===== config.mk =====
export PLATFORM = sky130hd
export DESIGN_NAME = fifo_drain_ctrl
export DESIGN_NICKNAME = d
export VERILOG_FILES = /design/src/rtl/fifo_drain_ctrl.sv
export SDC_FILE = /design/constraint.sdc
export NUM_CORES = 1
export LEC_CHECK = 0
export ABC_AREA = 1
export BUFFER_PORTS_ARGS = -buffer_cell sky130_fd_sc_hd__buf_4
export CAP_MARGIN = 20
export CELL_PAD_IN_SITES_DETAIL_PLACEMENT = 1
export CELL_PAD_IN_SITES_GLOBAL_PLACEMENT = 1
export CORE_UTILIZATION = 35
export DETAILED_ROUTE_END_ITERATION = 8
export GPL_TIMING_DRIVEN = 0
export PLACE_DENSITY_LB_ADDON = 0.2
export SYNTH_ARGS = -nofsm -noshare
export SYNTH_HDL_FRONTEND = slang
export SYNTH_SLANG_ARGS = --single-unit

===== constraint.sdc =====
create_clock -name clk -period 2.2 [get_ports clk]
set_input_delay 0.11 -clock clk [delete_from_list [all_inputs] [get_ports clk]]
set_output_delay 0.11 -clock clk [all_outputs]
set_load 0.02 [all_outputs]

===== src/rtl/fifo_drain_ctrl.sv =====
// -----------------------------------------------------------------------------
// fifo_drain_ctrl
//   Read-side controller for a 16-entry, 8-bit synchronous FIFO with a
//   one-cycle registered read port. Issues read strobes, absorbs the read
//   latency, and presents bytes on a valid/ready stream through a 2-entry
//   skid buffer. An optional level threshold lets the FIFO fill to a burst
//   size before draining starts.
//
//   Optional feature: define FIFO_DRAIN_TIMEOUT_EN to add an idle counter
//   that forces a drain after TIMEOUT cycles spent collecting.
//
// Ports
//   clk            in   clock, all logic on posedge
//   rst_n          in   synchronous active-low reset
//   fifo_empty     in   FIFO empty flag
//   fifo_count     in   FIFO occupancy [CNT_W]
//   fifo_data_out  in   FIFO read data, valid the cycle after fifo_read
//   fifo_read      out  read strobe to the FIFO
//   threshold      in   burst start level [CNT_W]; 0 = drain immediately
//   flush          in   level; drain regardless of threshold while high
//   out_valid      out  output byte available
//   out_data       out  head of the skid buffer
//   out_ready      in   consumer accepts when out_valid is high
//   busy           out  FSM active, read in flight, or bytes buffered
// -----------------------------------------------------------------------------
module fifo_drain_ctrl #(
  parameter int DATA_W     = 8,
  parameter int CNT_W      = 4,
  parameter int SKID_DEPTH = 2,
  parameter int TIMEOUT    = 64
) (
  input  logic              clk,
  input  logic              rst_n,
  input  logic              fifo_empty,
  input  logic [CNT_W-1:0]  fifo_count,
  input  logic [DATA_W-1:0] fifo_data_out,
  output logic              fifo_read,
  input  logic [CNT_W-1:0]  threshold,
  input  logic              flush,
  output logic              out_valid,
  output logic [DATA_W-1:0] out_data,
  input  logic              out_ready,
  output logic              busy
);

  localparam logic [2:0] LP_DEPTH = 3'(SKID_DEPTH);

  typedef enum logic [1:0] {
    IDLE    = 2'd0,
    COLLECT = 2'd1,
    DRAIN   = 2'd2
  } state_t;

  state_t            r_state;
  state_t            w_next;

  logic              r_inflight;
  logic [1:0]        r_skid_cnt;
  logic              r_wr_ptr;
  logic              r_rd_ptr;
  logic [DATA_W-1:0] r_mem [0:1];

  logic              w_pop;
  logic              w_level_ok;
  logic              w_to_hit;
  logic [2:0]        w_commit;

  // ---------------------------------------------------------------------------
  // Read credit: a read is only issued if the byte it returns is guaranteed a
  // skid slot, counting bytes already buffered, the one in flight, and the
  // slot freed by a pop this cycle. This is what makes overflow impossible.
  // ---------------------------------------------------------------------------
  assign w_pop      = out_valid & out_ready;
  assign w_commit   = {1'b0, r_skid_cnt} + {2'b00, r_inflight} - {2'b00, w_pop};
  assign w_level_ok = (fifo_count >= threshold) | flush;

  assign fifo_read  = rst_n & (r_state == DRAIN) & ~fifo_empty &
                      (w_commit < LP_DEPTH);

`ifdef FIFO_DRAIN_TIMEOUT_EN
  // Idle counter: runs only while collecting, so a partial burst that never
  // reaches threshold still gets drained eventually.
  localparam int LP_TO_W = $clog2(TIMEOUT + 1);

  logic [LP_TO_W-1:0] r_to_cnt;

  always_ff @(posedge clk) begin
    if (!rst_n) begin
      r_to_cnt <= '0;
    end else if (r_state == COLLECT) begin
      r_to_cnt <= r_to_cnt + LP_TO_W'(1);
    end else begin
      r_to_cnt <= '0;
    end
  end

  assign w_to_hit = (r_to_cnt == LP_TO_W'(TIMEOUT));
`else
  assign w_to_hit = 1'b0;
`endif

  // ---------------------------------------------------------------------------
  // FSM
  // ---------------------------------------------------------------------------
  always_ff @(posedge clk) begin
    if (!rst_n) begin
      r_state <= IDLE;
    end else begin
      r_state <= w_next;
    end
  end

  always_comb begin
    w_next = r_state;
    case (r_state)
      IDLE: begin
        if (!fifo_empty) begin
          w_next = w_level_ok ? DRAIN : COLLECT;
        end
      end
      COLLECT: begin
        if (w_level_ok || w_to_hit) begin
          w_next = DRAIN;
        end else if (fifo_empty) begin
          w_next = IDLE;
        end
      end
      DRAIN: begin
        // A burst always runs to empty; threshold changes are ignored here.
        // The last fetched byte must have landed before leaving.
        if (fifo_empty && !r_inflight && !fifo_read) begin
          w_next = IDLE;
        end
      end
      default: w_next = IDLE;
    endcase
  end

  // ---------------------------------------------------------------------------
  // Read pipeline and 2-entry skid buffer (1-bit wrapping pointers).
  // The byte requested last cycle is captured unconditionally; the credit
  // rule guarantees a free slot.
  // ---------------------------------------------------------------------------
  always_ff @(posedge clk) begin
    if (!rst_n) begin
      r_inflight <= 1'b0;
      r_skid_cnt <= 2'd0;
      r_wr_ptr   <= 1'b0;
      r_rd_ptr   <= 1'b0;
      r_mem[0]   <= '0;
      r_mem[1]   <= '0;
    end else begin
      r_inflight <= fifo_read;
      if (r_inflight) begin
        r_mem[r_wr_ptr] <= fifo_data_out;
        r_wr_ptr        <= ~r_wr_ptr;
      end
      if (w_pop) begin
        r_rd_ptr <= ~r_rd_ptr;
      end
      case ({r_inflight, w_pop})
        2'b10:   r_skid_cnt <= r_skid_cnt + 2'd1;
        2'b01:   r_skid_cnt <= r_skid_cnt - 2'd1;
        default: r_skid_cnt <= r_skid_cnt;
      endcase
    end
  end

  assign out_valid = (r_skid_cnt != 2'd0);
  assign out_data  = r_mem[r_rd_ptr];
  assign busy      = (r_state != IDLE) | r_inflight | out_valid;

endmodule


==> metrics, run 1 <==
status=complete, but fails checks; failing checks=negative setup slack; Die Span Y=61.3 um; Synthesized Nets=163; RR Startpoint=r_skid_cnt[0]; post-synthesis adder-cell area fraction=0.0570; Sink Count=24; M2 GR Usage=0.318; initial antenna violation count=0; Nets=202; normalized max-slew margin=0.723; clock skew=0.00812 ns; total global routing overflow=0; Netlist Area Pre-Place=1230 um^2; DRT antenna net count=0; GPL Wtd Cong=0.781; HP Start=fifo_data_out[2]; CP startpoint kind=register; CP startpoint=r_skid_cnt[0]; ranking of synthesized cells by area=edfxtp_1 (39%), dfxtp_1 (13%), inv_1 (9.2%); Vias/cell=4.66; global routing usage on met1=0.141; max-cap violation count=0; largest family of logic cells by synthesized area=simple AND/OR/NAND/NOR gates; Worst-Margin Slew=between 0.4 and 0.5 ns; peak supply drop=0.317 mV; YS warnings=0; Hold WC Path Type=input port to register; Initial Util=0.366; Finished Cell Area=1630 um^2; Tot GR Track Use=0.151; Post-Route WL=between 2000 and 3000 um; number of cells produced by synthesis=about 140; cts bufs inserted=3; pwr dens=605 nW/um^2; clock slew at reported path FFs=between 0.1 and 0.15 ns; layout cells sized above 1=0.343; CTS tree=done; Fmax achieved=451 MHz; fin crit share=1.01; Worst path max stage delay=0.53 ns; diodes inserted=0; post-synthesis mux area share=0.0732; DR WL/cell=11.6 um; core area=3360 um^2; Crit Path Category=register to output pin; Post-DP HPWL=1930 um; DRC marker count from the first detailed-route iteration=15; Yosys top cell area share=0.391; largest net degree at the start of global routing=15; vias in the first global route=1011; Worst R2R Setup Slack=0.45 ns; Fillers=431; xor/xnor cell area share of the yosys netlist=0.00712; die extent in x=61.3 um; io pins=32; clk_lat worst skew=0.31 ns; worst path required time=2.09 ns; crit path max fanout=3; fin worst setup slack=-0.0159 ns; Seq/Total Area, Yosys=0.521; Final Max Tran Viols=0; Root Buffer=clkbuf_4; dominant cell type by area after synthesis=edfxtp_1; most frequent cells in the layout=buf_4 (34), inv_1 (29), nor2_1 (25); slowest CP cell=fa_2; Syn Area/Cell=8.98 um^2; buffers added on ports=30; WP data arrival=2.11 ns; Area growth, synth to finish=32.8%; die area=3760 um^2; grt peak-use layer=met2; commonest non-fill, non-tap cell in the layout=buf_4; GR met3 Demand/Resource=0.0273; Synth Area in Compound Gates=0.0427; synthesis-stage register bit count=24; endpoint class of the critical path=output pin; post-synthesis simple-gate area fraction=0.199; CTS max path bufs=2; DP Area=1510 um^2; vias=around 1.0k; first-pass GRT wire length=4030 um; RSZ-0062 raised after global routing=yes; H-tree depth=1; clock period minus final worst setup slack=roughly 2.2 ns; DRC viols=0; Final setup viols=1; crit-path cells=nor2_4, nor2_4, nand2_2, o21ai_2, inv_1, nor2_2, inv_1, fa_2, nand3_2, nor3_2, buf_4; Yosys cell types=21; Leakage=0.000816 uW; Fin. Hold Viols=0; drt pass-1 iters=4; Std-Cell Rows=21; Final Power=988 uW
[where the power goes]
part | switching [uW] | internal (uW) | leakage (uW)
sequential | 10.6 | 497 | 0.000232
combinational | 89.0 | 75.8 | 0.000556
clock | 131 | 184 | 0.0000279
[final timing paths]
| check | end | cells after the start |
|---|---|---|
| setup / recovery | fifo_read | 11 |
| hold / removal | r_mem[0][2] | 3 |
| setup reg to reg | r_inflight | 10 |
| hold reg to reg | register | 1 |
[flip-flops by register name (all words and copies together), names as in the netlist, named ones only]
register and flops:
r_inflight 1, r_mem 16, r_rd_ptr 1, r_skid_cnt 2
r_state 2, r_wr_ptr 1
[synthesized netlist by cell type]
cell       n
inv_1     30
nor2_1    25
nand2_1   17
edfxtp_1  16
dfxtp_1    8
mux2_2     8
nand3_1    6
ha_1       4
nor3_1     4
a21oi_1    3
nor2_2     3
o21ai_0    3
buf_2      2
a31oi_1    1
and3_1     1
fa_1       1
nand2_2    1
o211ai_1   1
o21ai_2    1
or2_1      1
xor2_1     1
[critical path: cells and delay by family, from the launching register on]
| family | cells | cell delay (ns) |
|---|---|---|
| buf+inv | 3 | 0.28 |
| flops | 1 | 0.39 |
| compound gates | 1 | 0.06 |
| fa+ha+maj | 1 | 0.53 |
| simple gates | 6 | 0.51 |
[metrics by stage]
stage / hold WS [ns] / setup TNS (ns) / std cells / util / setup slack [ns]
3_5_place_dp: 0.429 / 0 / 213 / 0.450 / 0.0890
2_1_floorplan: 0.291 / 0 / 137 / - / 0.107
3_3_place_gp: 0.417 / 0 / 213 / 0.450 / 0.119
4_1_cts: 0.0928 / -0.0400 / 219 / 0.476 / -0.0400
5_1_grt: 0.0926 / -0.121 / 221 / 0.485 / -0.121
6_report: 0.0981 / -0.0159 / 221 / 0.485 / -0.0159
[cells by family after synthesis]
family	after synthesis
flops	24
compound gates	9
simple gates	58
mux	8
fa+ha+maj	5
xor+xnor	1
buf+inv	32
[routing by layer]
layer	up-vias	part of all wire	routed length [um]
met5	-	0	0
met4	0	0.0074	19
met3	2	0.045	114
met2	21	0.58	1470
met1	500	0.37	948
li1	507	-	-
[final cells by class]
class | count | area, um^2 | share of cell area
flip-flops and latches | 24 | 648 | 0.397
multi-input cells | 81 | 497 | 0.304
repair buffers | 34 | 255 | 0.156
inverters | 30 | 113 | 0.0690
well taps | 46 | 57.6 | 0.0352
clock inverters | 1 | 30.0 | 0.0184
clock buffers | 3 | 22.5 | 0.0138
plain buffers | 2 | 10.0 | 0.00613
[what timing repair did]
item,CTS,global route
hold buffers,0,0
pin swaps,2,4
buffers inserted,2,2
endpoints found under the setup margin,1,1
resized for setup,6,5
Note: power is estimated with default switching activity, not from simulation.
==> run 2, diff against run 1 <==
Clock period 2.2 ns to 2.5 ns, I/O delays scaled along.
==> metrics, run 2 (synthesis gave the netlist of run 1 again) <==
Fin. Hold Viols=0 (unchanged); Switching Fraction=0.230 (-0.00354); CTS max path bufs=2 (unchanged); die area=3760 um^2 (unchanged); Finished Layout Cells=217 (-1.8%); Fmax achieved=434 MHz; switching power=199 uW (-14%); clock share of power=0.319 (about the same); max-cap violation count=0 (unchanged); max reg flops=16 (unchanged); vias=1006 (-2.3%); Sink Count=24 (unchanged); peak supply drop=0.277 mV (-12%); Hold Path Stages=3 (unchanged); Worst-Margin Slew=0.419 ns (+0.00438 ns); pwr dens=548 nW/um^2 (-9.5%); worst path required time=2.38 ns (+0.29 ns); Flop pwr share=0.518 (+0.004); Root Buffer=clkbuf_4; R2R cell count=10 (unchanged); first-pass GRT wire length=3930 um (-2.4%); WP buf/inv=3 (unchanged); Tot GR Track Use=0.146 (-0.00443); RSZ-0062 raised after global routing=no; buffers added on ports=30 (unchanged); clock skew=0.00659 ns (-0.00153 ns); cts bufs inserted=3 (unchanged); Final Max Tran Viols=0 (unchanged); H-tree depth=1 (unchanged); WP data arrival=2.18 ns (+0.07 ns); layout cells sized above 1=0.292 (-0.0505); normalized max-slew margin=0.720 (-0.00293); Die Span Y=61.3 um (unchanged); setup tns final=0 ns (+0.0159 ns); crit path max fanout=5 (+2); Hold WC Path Type=input port to register; drt pass-1 iters=4 (unchanged); Hold Buf Count CTS=0 (unchanged); CP startpoint=r_skid_cnt[1]; Crit Path Category=register to output pin; HP Start=fifo_data_out[2]; DRC marker count from the first detailed-route iteration=18 (+3); status=complete, no violations; capturing point of the worst reg2reg path=r_inflight; GPL Wtd Cong=0.781 (unchanged); register ranked first by flip-flop count=r_mem; most frequent cells in the layout=inv_1 (30), buf_4 (30), nor2_1 (25); clock period minus final worst setup slack=roughly 2.3 ns; Post-DP HPWL=1930 um (unchanged); io pins=32 (unchanged); largest net degree at the start of global routing=15 (unchanged); DRT antenna net count=0 (unchanged); clock slew at reported path FFs=0.13 ns (about the same); Nets=198 (-2.0%); worst-case hold path end point=r_mem[0][2]; endpoint class of the critical path=output pin; RR Startpoint=r_skid_cnt[1]; CP delay by family, top=simple AND/OR/NAND/NOR gates; Worst path max stage delay=0.48 ns (-0.05 ns); Std-Cell Rows=21 (unchanged); fin crit share=0.922; vias in the first global route=993 (-1.8%); DRC viols=0 (unchanged); Worst R2R Setup Slack=0.74 ns (+0.29 ns); CTS tree=done; Final setup viols=0 (-1); Vias/cell=4.64 (-0.53%); utilization after layout=0.468 (-0.0175); Fillers=438 (+1.6%); Post-Route WL=2420 um (-5.3%); Initial Util=0.366 (unchanged); clk_lat worst skew=0.31 ns (about the same); Leakage=0.000791 uW (-3.1%); Area growth, synth to finish=28.0%; Final Power=862 uW (-13%); combinational power share=0.163 (-0.004); diodes inserted=0 (unchanged); P_int=664 uW (-12%); CP startpoint kind=register; total global routing overflow=0 (unchanged); crit-path cells=nor2_2, nor2_4, nand2_2, o21ai_2, inv_1, nor2_2, inv_1, fa_1, nand3_1, nor3_1, buf_4; slowest CP cell=fa_1; die extent in x=61.3 um (unchanged); WHS=0.118 ns (+0.0196 ns); core area=3360 um^2 (unchanged); placed cells=213 (unchanged); top flop regs=r_mem x16, r_skid_cnt x2, r_state x2; DR WL/cell=11.1 um (-3.5%); initial antenna violation count=0 (unchanged)
-- run 2: layer usage --
metal | vias to the layer above | wire length (um) | track usage
met4 | 0 | 19 | 0.0487
met1 | 484 | 919 | 0.138
met5 | - | 0 | 0
li1 | 499 | - | -
met2 | 21 | 1370 | 0.306
met3 | 2 | 108 | 0.0273
-- run 2: area by class of cell --
class / count / area, um^2 / share of cell area
Multi-Input combinational cell: 81 / 472 / 0.300
Inverter: 30 / 113 / 0.0715
Clock buffer: 3 / 22.5 / 0.0143
Sequential cell: 24 / 644 / 0.409
Clock inverter: 1 / 30.0 / 0.0191
Tap cell: 46 / 57.6 / 0.0366
Buffer: 2 / 10.0 / 0.00636
Timing Repair Buffer: 30 / 225 / 0.143
-- run 2: worst min-delay path, delay by kind of cell --
| kind | cells | cell delay, ns |
|---|---|---|
| buf+inv | 2 | 0.11 |
| simple gates | 1 | 0.09 |
-- run 2: power by group through the flow --
stage	Combinational [uW]	Clock (uW)	Sequential, uW
6_report	140	275	447
5_1_grt	158	300	450
4_1_cts	143	283	448
3_5_place_dp	142	0	456
3_3_place_gp	136	0	455
2_1_floorplan	82.3	0	454
-- run 2: how the worst max path moves through the flow --
stage | end | slack, ns | cells after the start
6_report | fifo_read | 0.19 | 11
5_1_grt | fifo_read | 0.02 | 11
4_1_cts | fifo_read | 0.08 | 11
3_5_place_dp | fifo_read | 0.37 | 11
3_3_place_gp | fifo_read | 0.40 | 11
2_1_floorplan | fifo_read | 0.39 | 10
-- run 2: metrics by stage --
stage,instance area [um^2],setup slack (ns)
2_1_floorplan,1230,0.392
3_3_place_gp,1510,0.404
3_5_place_dp,1510,0.374
4_1_cts,1570,0.0764
5_1_grt,1570,0.0151
6_report,1570,0.195
-- run 2: what timing repair did --
action                                  4_1_cts  5_1_grt
endpoints found under the setup margin        1        1
gates resized for setup                       1        2
setup buffers                                 0        0
